==> src/rtl/awgn_pkg.sv <==
`default_nettype none
// ============================================================================
//  Module      : awgn_pkg
//  Description : Shared types and helpers for the AWGN chain. Carries the
//                Box-Muller operand pair layout (u0 48b, u1 16b), the URNG
//                word width, the packer phase encoding and the u0 zero guard.
//                Shared with the Box-Muller stage.
//  Ports       : none (package)
//  Revision    : 1.0 - initial release
// ============================================================================
package awgn_pkg;

   localparam int U0_W   = 48;
   localparam int U1_W   = 16;
   localparam int URNG_W = 32;

   // One Box-Muller operand pair as stored in the pair FIFO.
   typedef struct packed {
      logic [U0_W-1:0] u0;
      logic [U1_W-1:0] u1;
   } bm_pair_t;

   // Packing phase: HI waits for the word that becomes u0[47:16],
   // LO waits for the word that completes the pair.
   typedef enum logic [0:0] {
      PH_HI = 1'b0,
      PH_LO = 1'b1
   } pack_phase_t;

   // ln(u0) downstream is undefined at zero, so the smallest non-zero
   // value replaces an all-zero operand.
   function automatic logic [U0_W-1:0] u0_guard(input logic [U0_W-1:0] u0_raw);
      return (u0_raw == '0) ? U0_W'(1) : u0_raw;
   endfunction

endpackage : awgn_pkg
`default_nettype wire

==> src/rtl/awgn_pair_fifo.sv <==
`default_nettype none
// ============================================================================
//  Module      : awgn_pair_fifo
//  Description : DEPTH-entry first-word-fall-through FIFO of bm_pair_t.
//                Push into a full FIFO is accepted only when a pop happens in
//                the same cycle. A pop on an empty FIFO is ignored; a push
//                into an empty FIFO appears at the head on the next cycle.
//                flush empties the FIFO and overrides push/pop.
//  Ports       : clk, rst (async, active-low), flush, push, din, pop,
//                dout (head, 0 when empty), level (0..DEPTH), empty,
//                push_acc (push was accepted this cycle)
//  Revision    : 1.0 - initial release
// ============================================================================
module awgn_pair_fifo
   import awgn_pkg::*;
#(
   parameter int DEPTH = 4,
   parameter int AW    = $clog2(DEPTH)
) (
   input  logic          clk,
   input  logic          rst,
   input  logic          flush,
   input  logic          push,
   input  bm_pair_t      din,
   input  logic          pop,
   output bm_pair_t      dout,
   output logic [AW:0]   level,
   output logic          empty,
   output logic          push_acc
);

   localparam logic [AW:0]   FULL_LEVEL = (AW+1)'(DEPTH);
   localparam logic [AW:0]   LVL_ONE    = (AW+1)'(1);
   localparam logic [AW-1:0] PTR_ONE    = AW'(1);

   bm_pair_t        mem_q [DEPTH];
   bm_pair_t        mem_d [DEPTH];
   logic [AW-1:0]   wr_ptr_q, wr_ptr_d;
   logic [AW-1:0]   rd_ptr_q, rd_ptr_d;
   logic [AW:0]     level_q,  level_d;
   logic            full;
   logic            pop_acc;

   assign empty    = (level_q == '0);
   assign full     = (level_q == FULL_LEVEL);
   assign pop_acc  = pop  && !empty && !flush;
   // A full FIFO still takes a push when the head leaves in the same cycle.
   assign push_acc = push && !flush && (!full || pop_acc);

   assign level = level_q;
   assign dout  = empty ? '0 : mem_q[rd_ptr_q];

   always_comb begin
      mem_d    = mem_q;
      wr_ptr_d = wr_ptr_q;
      rd_ptr_d = rd_ptr_q;
      level_d  = level_q;
      if (flush) begin
         wr_ptr_d = '0;
         rd_ptr_d = '0;
         level_d  = '0;
      end else begin
         if (push_acc) begin
            mem_d[wr_ptr_q] = din;
            wr_ptr_d        = wr_ptr_q + PTR_ONE;   // wraps modulo DEPTH
         end
         if (pop_acc) begin
            rd_ptr_d = rd_ptr_q + PTR_ONE;
         end
         case ({push_acc, pop_acc})
            2'b10:   level_d = level_q + LVL_ONE;
            2'b01:   level_d = level_q - LVL_ONE;
            default: level_d = level_q;
         endcase
      end
   end

   always_ff @(posedge clk or negedge rst) begin
      if (!rst) begin
         for (int i = 0; i < DEPTH; i++) begin
            mem_q[i] <= '0;
         end
         wr_ptr_q <= '0;
         rd_ptr_q <= '0;
         level_q  <= '0;
      end else begin
         mem_q    <= mem_d;
         wr_ptr_q <= wr_ptr_d;
         rd_ptr_q <= rd_ptr_d;
         level_q  <= level_d;
      end
   end

endmodule : awgn_pair_fifo
`default_nettype wire

==> src/rtl/urng_pair_packer.sv <==
`default_nettype none
// ============================================================================
//  Module      : urng_pair_packer
//  Description : Packs two successive 32-bit URNG words into one Box-Muller
//                pair (u0 = {word1, word2[31:16]}, u1 = word2[15:0]), forces
//                a zero u0 to 1, and buffers pairs in a FWFT FIFO with a
//                valid/ready output. Pairs that find the FIFO full (and no
//                simultaneous pop) are dropped and flag sticky overflow; the
//                packing phase never stalls.
//  Ports       : clk, rst (async, active-low), in_valid, in_data[31:0],
//                flush, out_valid, out_ready, u0[47:0], u1[15:0],
//                level[AW:0], overflow
//  Config      : URNG_PAIR_STATS_EN adds pair_cnt[31:0], drop_cnt[15:0] and
//                zero_cnt[15:0] (saturating, cleared by rst and flush).
//  Revision    : 1.0 - initial release
// ============================================================================
module urng_pair_packer
   import awgn_pkg::*;
#(
   parameter int DEPTH = 4,
   parameter int AW    = $clog2(DEPTH)
) (
   input  logic              clk,
   input  logic              rst,
   input  logic              in_valid,
   input  logic [URNG_W-1:0] in_data,
   input  logic              flush,
   output logic              out_valid,
   input  logic              out_ready,
   output logic [U0_W-1:0]   u0,
   output logic [U1_W-1:0]   u1,
   output logic [AW:0]       level,
   output logic              overflow
`ifdef URNG_PAIR_STATS_EN
   ,
   output logic [31:0]       pair_cnt,
   output logic [15:0]       drop_cnt,
   output logic [15:0]       zero_cnt
`endif
);

   pack_phase_t        phase_q, phase_d;
   logic [URNG_W-1:0]  hi_q,    hi_d;
   logic               overflow_q, overflow_d;

   logic               pair_done;
   logic [U0_W-1:0]    u0_raw;
   logic               zero_hit;
   bm_pair_t           pair_in;
   bm_pair_t           head;
   logic               fifo_empty;
   logic               push_acc;
   logic               pop;
   logic               drop;

   // ------------------------------------------------------------------
   // Pair assembly and zero guard
   // ------------------------------------------------------------------
   assign pair_done  = in_valid && (phase_q == PH_LO) && !flush;
   assign u0_raw     = {hi_q, in_data[URNG_W-1:U1_W]};
   assign zero_hit   = pair_done && (u0_raw == '0);
   assign pair_in.u0 = u0_guard(u0_raw);
   assign pair_in.u1 = in_data[U1_W-1:0];

   assign pop        = out_valid && out_ready;
   // The FIFO refuses the push only when full without a same-cycle pop.
   assign drop       = pair_done && !push_acc;

   awgn_pair_fifo #(
      .DEPTH (DEPTH),
      .AW    (AW)
   ) u_fifo (
      .clk      (clk),
      .rst      (rst),
      .flush    (flush),
      .push     (pair_done),
      .din      (pair_in),
      .pop      (pop),
      .dout     (head),
      .level    (level),
      .empty    (fifo_empty),
      .push_acc (push_acc)
   );

   assign out_valid = !fifo_empty;
   assign u0        = head.u0;
   assign u1        = head.u1;
   assign overflow  = overflow_q;

   // ------------------------------------------------------------------
   // Phase FSM and high-word register
   // ------------------------------------------------------------------
   always_comb begin
      phase_d    = phase_q;
      hi_d       = hi_q;
      overflow_d = overflow_q | drop;
      if (flush) begin
         phase_d = PH_HI;
         hi_d    = '0;
      end else if (in_valid) begin
         case (phase_q)
            PH_HI: begin
               phase_d = PH_LO;
               hi_d    = in_data;
            end
            PH_LO: begin
               phase_d = PH_HI;
            end
            default: begin
               phase_d = PH_HI;
            end
         endcase
      end
   end

   always_ff @(posedge clk or negedge rst) begin
      if (!rst) begin
         phase_q    <= PH_HI;
         hi_q       <= '0;
         overflow_q <= 1'b0;
      end else begin
         phase_q    <= phase_d;
         hi_q       <= hi_d;
         overflow_q <= overflow_d;
      end
   end

`ifdef URNG_PAIR_STATS_EN
   // ------------------------------------------------------------------
   // Saturating statistics counters
   // ------------------------------------------------------------------
   logic [31:0] pair_cnt_q, pair_cnt_d;
   logic [15:0] drop_cnt_q, drop_cnt_d;
   logic [15:0] zero_cnt_q, zero_cnt_d;

   always_comb begin
      pair_cnt_d = pair_cnt_q;
      drop_cnt_d = drop_cnt_q;
      zero_cnt_d = zero_cnt_q;
      if (flush) begin
         pair_cnt_d = '0;
         drop_cnt_d = '0;
         zero_cnt_d = '0;
      end else begin
         if (push_acc && (pair_cnt_q != '1)) pair_cnt_d = pair_cnt_q + 32'd1;
         if (drop     && (drop_cnt_q != '1)) drop_cnt_d = drop_cnt_q + 16'd1;
         if (zero_hit && (zero_cnt_q != '1)) zero_cnt_d = zero_cnt_q + 16'd1;
      end
   end

   always_ff @(posedge clk or negedge rst) begin
      if (!rst) begin
         pair_cnt_q <= '0;
         drop_cnt_q <= '0;
         zero_cnt_q <= '0;
      end else begin
         pair_cnt_q <= pair_cnt_d;
         drop_cnt_q <= drop_cnt_d;
         zero_cnt_q <= zero_cnt_d;
      end
   end

   assign pair_cnt = pair_cnt_q;
   assign drop_cnt = drop_cnt_q;
   assign zero_cnt = zero_cnt_q;
`else
   // zero_hit only feeds the statistics counters.
   logic unused_zero_hit;
   assign unused_zero_hit = zero_hit;
`endif

endmodule : urng_pair_packer
`default_nettype wire

==> config.mk <==
export PLATFORM = sky130hd
export DESIGN_NAME = urng_pair_packer
export DESIGN_NICKNAME = d
export VERILOG_FILES = /design/src/rtl/awgn_pkg.sv /design/src/rtl/awgn_pair_fifo.sv /design/src/rtl/urng_pair_packer.sv
export SDC_FILE = /design/constraint.sdc
export NUM_CORES = 1
export LEC_CHECK = 0
export CELL_PAD_IN_SITES_DETAIL_PLACEMENT = 0
export CELL_PAD_IN_SITES_GLOBAL_PLACEMENT = 2
export CORE_UTILIZATION = 48
export DETAILED_ROUTE_END_ITERATION = 7
export GPL_TIMING_DRIVEN = 0
export PLACE_DENSITY_LB_ADDON = 0.1
export SYNTH_ARGS = -nofsm -noshare
export SYNTH_HDL_FRONTEND = slang
export SYNTH_SLANG_ARGS = --single-unit
==> constraint.sdc <==
create_clock -name clk -period 3.62 [get_ports clk]
set_input_delay 0.724 -clock clk [delete_from_list [all_inputs] [get_ports clk]]
set_output_delay 0.724 -clock clk [all_outputs]
set_load 0.005 [all_outputs]
; Yosys cells after proc, flatten, opt, wreduce, memory -nomap -nowiden
; Index checks and enable logic that the tools add are counted.
[classes]
addsub = 4
order_cmp = 3
n_eq_ne = 4
mux = 20
bitwise_logic = 5
reduce_logical = 22
[op_table]
columns = op, n
row1 = $bwmux W256, 1
row2 = $mux W64, 4
row3 = $bmux W64 S2, 1
row4 = $demux W64 S2, 1
row5 = $mux W32, 3
row6 = $logic_not A48 Y1, 1
row7 = $mux W48, 1
row8 = $logic_and A1 B1 Y1, 9
row9 = $mux W2, 4
row10 = $ge A3 B3 Y1 const B, 2
row11 = $not A2 Y3, 2
row12 = $pmux W3 S2, 1
row13 = $reduce_bool A2 Y1, 3
row14 = $add A2 B1 Y2 const B, 2
row15 = $logic_not A1 Y1, 4
row16 = $reduce_and A2 Y1, 2
row17 = $add A3 B1 Y3 const B, 1
row18 = $eq A3 B3 Y1 const B, 1
row19 = $logic_not A3 Y1, 1
row20 = $lt A3 B1 Y1 const B, 1
row21 = $mux W3, 1
row22 = $reduce_bool A3 Y1, 1
row23 = $sub A3 B1 Y3 const B, 1
row24 = $eq A2 B1 Y1 const B, 1
row25 = 7 further kinds, 9
[word_totals]
ff_bits = 297
input_bits = 37
out_inout_bits = 69
wordCells = 72

; Depth between registers and ports, before layout
; Gate-level depths: netlist of run 1.
[logic_depth]
ltp_word = 10
mapped_depth = 7
depth_no_buf = 7

; By module
; Synthesis of run 1 repeated with hierarchy kept, for this count alone.
[unflattened]
cells_unflattened = 899
area_unflattened_um2 = 14784.2
[by_module_without_submodules]
columns = mod, instances, cells_per_inst, area_each_um2, seq_area_each_um2
row1 = awgn_pair_fifo, 1, 753, 13275.2, 6581.3
row2 = urng_pair_packer, 1, 146, 1508.9, 850.8

; Least setup slack after synthesis of run 1
; No wires, ideal clock.
[synth_timing]
path_kind = reg2out
start = reg u_fifo.rd_ptr_q[0]
end = out u0[10]
arrival_time_ps = 1573
required_time_ps = 2896
slack_ps = 1323
stages_incl_launch_ff = 5
path_buffers = 2
path_cell_list = dfrtp_1 buf_2 buf_2 mux4_2 and2_1
[synth_between]
elab_chain_cells = 5
[synth_rtl]
columns = element, line
row1 = from (decl), awgn_pair_fifo.sv:39  ; logic [AW-1:0] rd_ptr_q, rd_ptr_d;
row2 = from (signal assigned), awgn_pair_fifo.sv:89  ; rd_ptr_q <= rd_ptr_d;
row3 = $not A2 Y3 (not written as such), awgn_pair_fifo.sv:51  ; assign dout = empty ? '0 : mem_q[rd_ptr_q];
row4 = $bmux W64 S2, awgn_pair_fifo.sv:51
row5 = $mux W64 (not written as such) (2 in series), awgn_pair_fifo.sv:51
row6 = $mux W64, awgn_pair_fifo.sv:51
row7 = to (decl), urng_pair_packer.sv:30  ; output logic [U0_W-1:0] u0,
; Every way passes these cells. The select of a mux whose other input is x is not followed.

; Final worst setup path of run 1
[layout_timing]
start = reg u_fifo.rd_ptr_q[1]
end = out u1[15]
[layout_between]
elab_chain_cells = 5
[layout_rtl]
columns = element, line
row1 = $not A2 Y3 (not written as such), awgn_pair_fifo.sv:51
row2 = $bmux W64 S2, awgn_pair_fifo.sv:51
row3 = $mux W64 (not written as such) (2 in series), awgn_pair_fifo.sv:51
row4 = $mux W64, awgn_pair_fifo.sv:51
row5 = to (decl), urng_pair_packer.sv:31  ; output logic [U1_W-1:0] u1,
; Every way passes these cells. The select of a mux whose other input is x is not followed.

==> key figures, run 1 <==
Run status
  – Status: finished clean

Timing
  – Min cycle time layout: 3.512 ns
  – Final hold viol count: 0
  – Hold slack final: 0.3043 ns
  – Setup-failing EPs final: 0
  – RSZ-0062 raised after global routing: no
  – Tcrit/Tclk final: a little over nine tenths
  – Clock Skew: about 0.012 ns
  – Max-slew violations: 0
  – Max Clk Rate: 284.8 MHz
  – Worst-margin pin slew: around 1.3 ns
  – Max_slew headroom: 12.95%
  – Setup WS post-layout: 0.1084 ns

Placement
  – DP HPWL: 23150 um
  – Port Buffers: around 100
  – RD Place Congestion: 0.7907
  – Pre-CTS setup slack: -0.02021 ns

Synth
  – Leading area contributor after synthesis: dfrtp_1
  – Post-synth top cells: dfrtp_1, mux2_4, and2_1, mux4_2, a22o_1
  – Dominant cells by area after synthesis: dfrtp_1, mux2_4, mux4_2
  – Cell with the most instances after synthesis: dfrtp_1
  – Syn Nets: 893
  – Synthesized flop and latch total: 297
  – Sequential fraction of the synthesis area: between 50% and 60%
  – Synthesized cell area: 14410 sq um
  – Ys async rst share: 100.0%
  – Netlist cell types: 42
  – Synthesized area per cell: 16.93 sq um
  – Top-area cell type share of the netlist area: roughly 52%
  – Post-synth EDFFs: 0
  – Primary FF master, synth: dfrtp_1
  – Synth Warn #: 0
  – Cells after synthesis: 851

Final layout
  – Nets: 1036
  – Final core area utilization: 58.22%
  – Layout cells sized above 1: 41.85%
  – Ant diodes: 0
  – Filler instances: 2251
  – Area grow syn2layout: 19.41%

Route
  – DRT antenna net count: 0
  – WL final: 34330 um
  – DR DRC count: 0
  – First DRT Iteration DRCs: approximately 530
  – Via count: 7913
  – Wire per inst: 24.38 um
  – Vias/cell: ~5.6
  – Drt first pass iters: 4

Die
  – Initial Utilization: between 40% and 50%
  – Core Rows: between 60 and 70
  – Die Span Y: 175.3 um
  – Die width: 175.3 um
  – Die area: 30720 sq um
  – I/O pins: 106
  – CORE AREA: about 30000 sq um

Setup path
  – CP arrival: 2.79 ns
  – Slowest-stage cell, CP: clkdlybuf4s15_2
  – Worst Reg2Reg Path Length in Cells: 3
  – CP peak stage delay: roughly 0.56 ns
  – Buf/Inv on CP: 3
  – Crit-path leading delay family: buffers and inverters
  – Stages on worst setup path: 5
  – Worst setup SP type: flop
  – Worst Setup End Kind: output port
  – Critical path class: reg2out
  – WP data required: 2.90 ns
  – CP max FO: 10
  – CP Cell Sequence: buf_2, clkdlybuf4s15_2, mux4_2, and2_1, clkdlybuf4s50_1

Pwr
  – VDD IR-drop max: 0.2734 mV
  – P per Cell Area: 504.9 nW/um^2
  – Pleak: 8.498 nW

Clock tree
  – Worst skew pair latency: 0.51 ns
  – Clk root buf: clkbuf_16
  – Clk sink count: 297
  – CTS max path bufs: 3
  – CTS tree: built
  – Hold buffer count at cts: 0
  – CTS buffer count: 35
  – H-tree levels: 2
  – Clk slew on worst S/H paths: 0.06 ns

Min path
  – Worst Hold Class: in2async

GRT
  – Gr usage total: 23.45%
  – Congestion Overflow GR: 0
  – First-pass GRT wire length: 54380 um
  – Number of antenna violations at the first check in global routing: 0
  – Largest net degree at the start of global routing: 118
  – Vias in the first global route: 8909

Flow run
  – Max-cap check violation count: 0
registers in the layout, indices dropped and copies added (netlist names):
signal           flops
hi_q                32
overflow             1
phase_q              1
u_fifo.level         3
u_fifo.mem_q       256
u_fifo.rd_ptr_q      2
u_fifo.wr_ptr_q      2
cells in the final DEF (no fill, tap or decap), types with 5 or more instances in the layout:
master	n
and2_1	64
buf_2	8
buf_8	21
clkbuf_8	9
clkbuf_2	6
a22o_1	32
mux2_2	12
clkdlybuf4s50_1	103
dfrtp_1	297
nor2_1	9
nand2_1	6
inv_1	6
mux4_2	64
nor4_1	12
a21oi_1	5
clkbuf_1	19
clkbuf_16	37
mux2_4	240
a31oi_1	6
worst reg2reg max path: cells and delay by family, from the launching register on:
kind | cells | cell delay, ns
compound gates | 1 | 0.21
buf+inv | 1 | 0.45
flops | 1 | 0.44
simple gates | 1 | 1.05
layer usage:
metal | global-route usage, % | share of wire, % | vias to the layer above
li1 | - | - | 3449
met5 | 0 | 0 | -
met2 | 37.14 | 48 | 184
met1 | 33.72 | 45 | 4233
met3 | 3.680 | 4.6 | 47
met4 | 6.522 | 1.9 | 0
cell families (layout without fill, tap and decap cells):
kind of cell | after synthesis | after routing | share of synthesized area (%)
compound gates | 55 | 55 | 3.013
xor+xnor | 3 | 3 | 0.1824
fa+ha+maj | 5 | 5 | 0.4862
buf+inv | 62 | 229 | 3.490
flops | 297 | 297 | 51.57
mux | 316 | 316 | 35.94
simple gates | 113 | 113 | 5.313
final timing paths:
check                      slack, ns                           start                      endpoint
max                             0.11  u_fifo.rd_ptr_q[1]$_DFFE_PN0P_                        u1[15]
max reg2reg                     1.40             phase_q$_DFFE_PN0P_          hi_q[10]$_DFFE_PN0P_
min                             0.30                             rst  u_fifo.mem_q[21]$_DFFE_PN0P_
min reg2reg                     0.46              overflow$_DFF_PN0_            overflow$_DFF_PN0_
max in group asynchronous       1.88                             rst  u_fifo.mem_q[74]$_DFFE_PN0P_
min in group clk                0.46              overflow$_DFF_PN0_            overflow$_DFF_PN0_
area by class of cell:
class                           count  area [sq um]  share of cell area [%]
Sequential cell                   297          7432                   43.19
Multi-Input combinational cell    492          6481                   37.66
Timing Repair Buffer              106          1101                   6.398
Clock buffer                       55          1084                   6.296
Buffer                             56         516.7                   3.003
Tap cell                          390         488.0                   2.836
Clock inverter                      6         83.83                  0.4871
Inverter                            6         22.52                  0.1309
power breakdown:
group          switching, mW  internal (mW)  leakage (nW)
sequential             0.250           3.68          4.02
clock                   1.36           2.19         0.575
combinational          0.411          0.798          3.90
through the flow:
stage	instances	TNS, ns	area [sq um]	power [mW]
after floorplan	851	0	14410	4.754
after global placement	1345	-2975.77	15940	5.110
after detailed placement	1347	-0.02304	16000	5.198
after CTS	1408	0	17200	8.789
after global routing	1408	0	17210	9.033
final	1408	0	17210	8.689
what timing repair did:
action                                 CTS  global route
endpoints found under the hold margin    0             0
buffers inserted                         0             0
gates cloned                             0             0
gates resized for setup                 15             7
setup endpoints to repair               48            23
(Power assumes the default switching activity.)
==> run 2: changes to the inputs <==
--- a/config.mk
+++ b/config.mk
@@ -9,7 +9,7 @@
 export CELL_PAD_IN_SITES_GLOBAL_PLACEMENT = 2
 export CORE_UTILIZATION = 48
 export DETAILED_ROUTE_END_ITERATION = 7
-export GPL_TIMING_DRIVEN = 0
+export GPL_TIMING_DRIVEN = 1
 export PLACE_DENSITY_LB_ADDON = 0.1
 export SYNTH_ARGS = -nofsm -noshare
 export SYNTH_HDL_FRONTEND = slang
==> key figures, run 2 (same netlist as run 1, synthesis figures left out) <==
Placement
  – Post-Place Cells: 1316 (-2.3%)
  – Port Buffers: 105 (+0.96%)
  – RD Place Congestion: 0.7332 (-7.3%)
  – DP HPWL: 20790 um (-10%)
  – Placed Area: 15860 sq um (-0.88%)

Pwr
  – Pleak: 8.321 nW (-2.1%)
  – P per Cell Area: 498.6 nW/um^2 (-1.2%)
  – VDD IR-drop max: 0.2579 mV (-5.7%)
  – Power, Total: 8.445 mW (-2.8%)

Route
  – Via count: 7818 (-1.2%)
  – Drt first pass iters: 4 (unchanged)
  – Wire per inst: 24.19 um (-0.76%)
  – WL final: 33240 um (-3.2%)
  – Vias/cell: 5.690 (+1.2%)
  – DRT antenna net count: 0 (unchanged)
  – First DRT Iteration DRCs: 506 (-5.2%)
  – DR DRC count: 0 (unchanged)

Timing
  – RSZ-0062 raised after global routing: no
  – Max Clk Rate: 287.8 MHz (+1.0%)
  – Tcrit/Tclk final: 96.00% (-1.0 points)
  – Min cycle time layout: 3.475 ns (-0.03646 ns)
  – Max_slew headroom: 57.30% (+44 points)
  – Max-slew violations: 0 (unchanged)
  – Setup TNS: 0 ns (unchanged)
  – Hold slack final: 0.1801 ns (-0.1242 ns)
  – Final hold viol count: 0 (unchanged)
  – Worst-margin pin slew: 0.6346 ns (-0.6684 ns)
  – Setup-failing EPs final: 0 (unchanged)
  – Clock Skew: 0.01153 ns (-0.0003748 ns)

GRT
  – First-pass GRT wire length: 53670 um (-1.3%)
  – Gr usage total: 22.79% (-0.67 points)
  – Number of antenna violations at the first check in global routing: 1 (+1)
  – GR Util met2: 35.83% (-1.3 points)
  – GRT met1 Usage: 33.54% (-0.18 points)
  – Vias in the first global route: 8990 (+0.91%)
  – Met3 Use GR: 2.944% (-0.74 points)
  – Most Crowded Layer GR: met2
  – Congestion Overflow GR: 0 (unchanged)
  – Largest net degree at the start of global routing: 73 (-38%)

Setup path
  – CP peak stage delay: 0.66 ns (+0.10 ns)
  – CP max FO: 26 (+16)
  – Worst Setup End Kind: output port
  – CP arrival: 2.75 ns (-0.04 ns)
  – WP data required: 2.90 ns (about the same)
  – Slowest-stage cell, CP: dfrtp_4
  – CP Cell Sequence: buf_12, mux4_2, and2_1, clkdlybuf4s50_1
  – Critical path class: reg2out
  – Worst setup SP type: flop

Clock tree
  – Clk slew on worst S/H paths: 0.06 ns (about the same)
  – CTS buffer count: 34 (-2.9%)
  – Clk sink count: 297 (unchanged)
  – H-tree levels: 2 (unchanged)
  – CTS tree: built
  – Clk root buf: clkbuf_16
  – Hold buffer count at cts: 0 (unchanged)
  – Worst skew pair latency: 0.51 ns (about the same)
  – CTS max path bufs: 3 (unchanged)

Final layout
  – Filler instances: 2312 (+2.7%)
  – Finished Layout Cells: 1374 (-2.4%)
  – Ant diodes: 0 (unchanged)
  – Area grow syn2layout: 17.53%
  – Largest register by flop count: u_fifo.mem_q
  – Most frequent cells in the layout: dfrtp_1, mux2_4, clkdlybuf4s50_1, mux4_2, and2_1
  – Max reg flops: 256 (unchanged)
  – Fin area: 16940 sq um (-1.6%)
  – Commonest non-fill, non-tap cell in the layout: dfrtp_1
  – Layout cells sized above 1: 41.16% (-0.69 points)
  – Nets: 1004 (-3.1%)

Die
  – Initial Utilization: 48.75% (unchanged)
  – Die width: 175.3 um (unchanged)
  – Die Span Y: 175.3 um (unchanged)
  – CORE AREA: 29560 sq um (unchanged)
  – Die area: 30720 sq um (unchanged)
  – I/O pins: 106 (unchanged)
  – Core Rows: 63 (unchanged)

Run status
  – Status: finished clean

Min path
  – Worst Hold Class: in2async

Flow run
  – Max-cap check violation count: 0 (unchanged)
## run 2: report_power, final
group	total, mW	switching, mW	internal (mW)
combinational	1.21	0.411	0.797
clock	3.30	1.32	1.98
sequential	3.94	0.253	3.68
## run 2: area by class of cell
class | count | area [sq um] | share of cell area [%]
clock inverter | 5 | 25.02 | 0.1477
timing repair buffer | 131 | 1426 | 8.421
clock buffer | 53 | 1046 | 6.176
sequential | 297 | 7437 | 43.91
inverter | 6 | 25.02 | 0.1477
multi-input combinational | 492 | 6490 | 38.32
tap | 390 | 488.0 | 2.881
## run 2: metrics by stage
step / setup slack, ns / utilization (%)
floorplan: 1.323 / -
global route: 0.03267 / 57.30
global placement: 0.6214 / 53.65
CTS: 0.009599 / 57.27
detailed placement: 0.5642 / 53.65
finish: 0.1449 / 57.30
## run 2: critical path, delay by kind of cell, from the launching register on
family / cells / cell delay, ns
buffers and inverters: 2 / 0.78
flip-flops: 1 / 0.66
multiplexers: 1 / 0.57
AND/OR/NAND/NOR: 1 / 0.18
## run 2: per-layer routing
layer / part of all wire, % / vias up
met5: 0.039 / -
met4: 1.7 / 2
met3: 3.1 / 45
met2: 47 / 145
met1: 48 / 4258
li1: - / 3368
## run 2: path summary, 6_finish.rpt
| path | from | to | slack [ns] | depth (start not counted) |
|---|---|---|---|---|
| worst max register to register | u_fifo.level[0]$_DFFE_PN0P_ | u_fifo.mem_q[209]$_DFFE_PN0P_ | 1.39 | 5 |
| max in group asynchronous | rst | u_fifo.mem_q[156]$_DFFE_PN0P_ | 2.51 | 2 |
| worst min-delay path | rst | u_fifo.mem_q[85]$_DFFE_PN0P_ | 0.18 | 1 |
| worst min register to register | overflow$_DFF_PN0_ | overflow$_DFF_PN0_ | 0.48 | 1 |
| min in group clk | overflow$_DFF_PN0_ | overflow$_DFF_PN0_ | 0.48 | 1 |
| worst max-delay path | u_fifo.rd_ptr_q[0]$_DFFE_PN0P_ | u0[20] | 0.14 | 4 |
## run 2: what timing repair did
| action | 4_1_cts | 5_1_grt |
|---|---|---|
| endpoints found under the setup margin | 0 | 23 |
| buffers inserted | 0 | 0 |
| resized for setup | 0 | 3 |
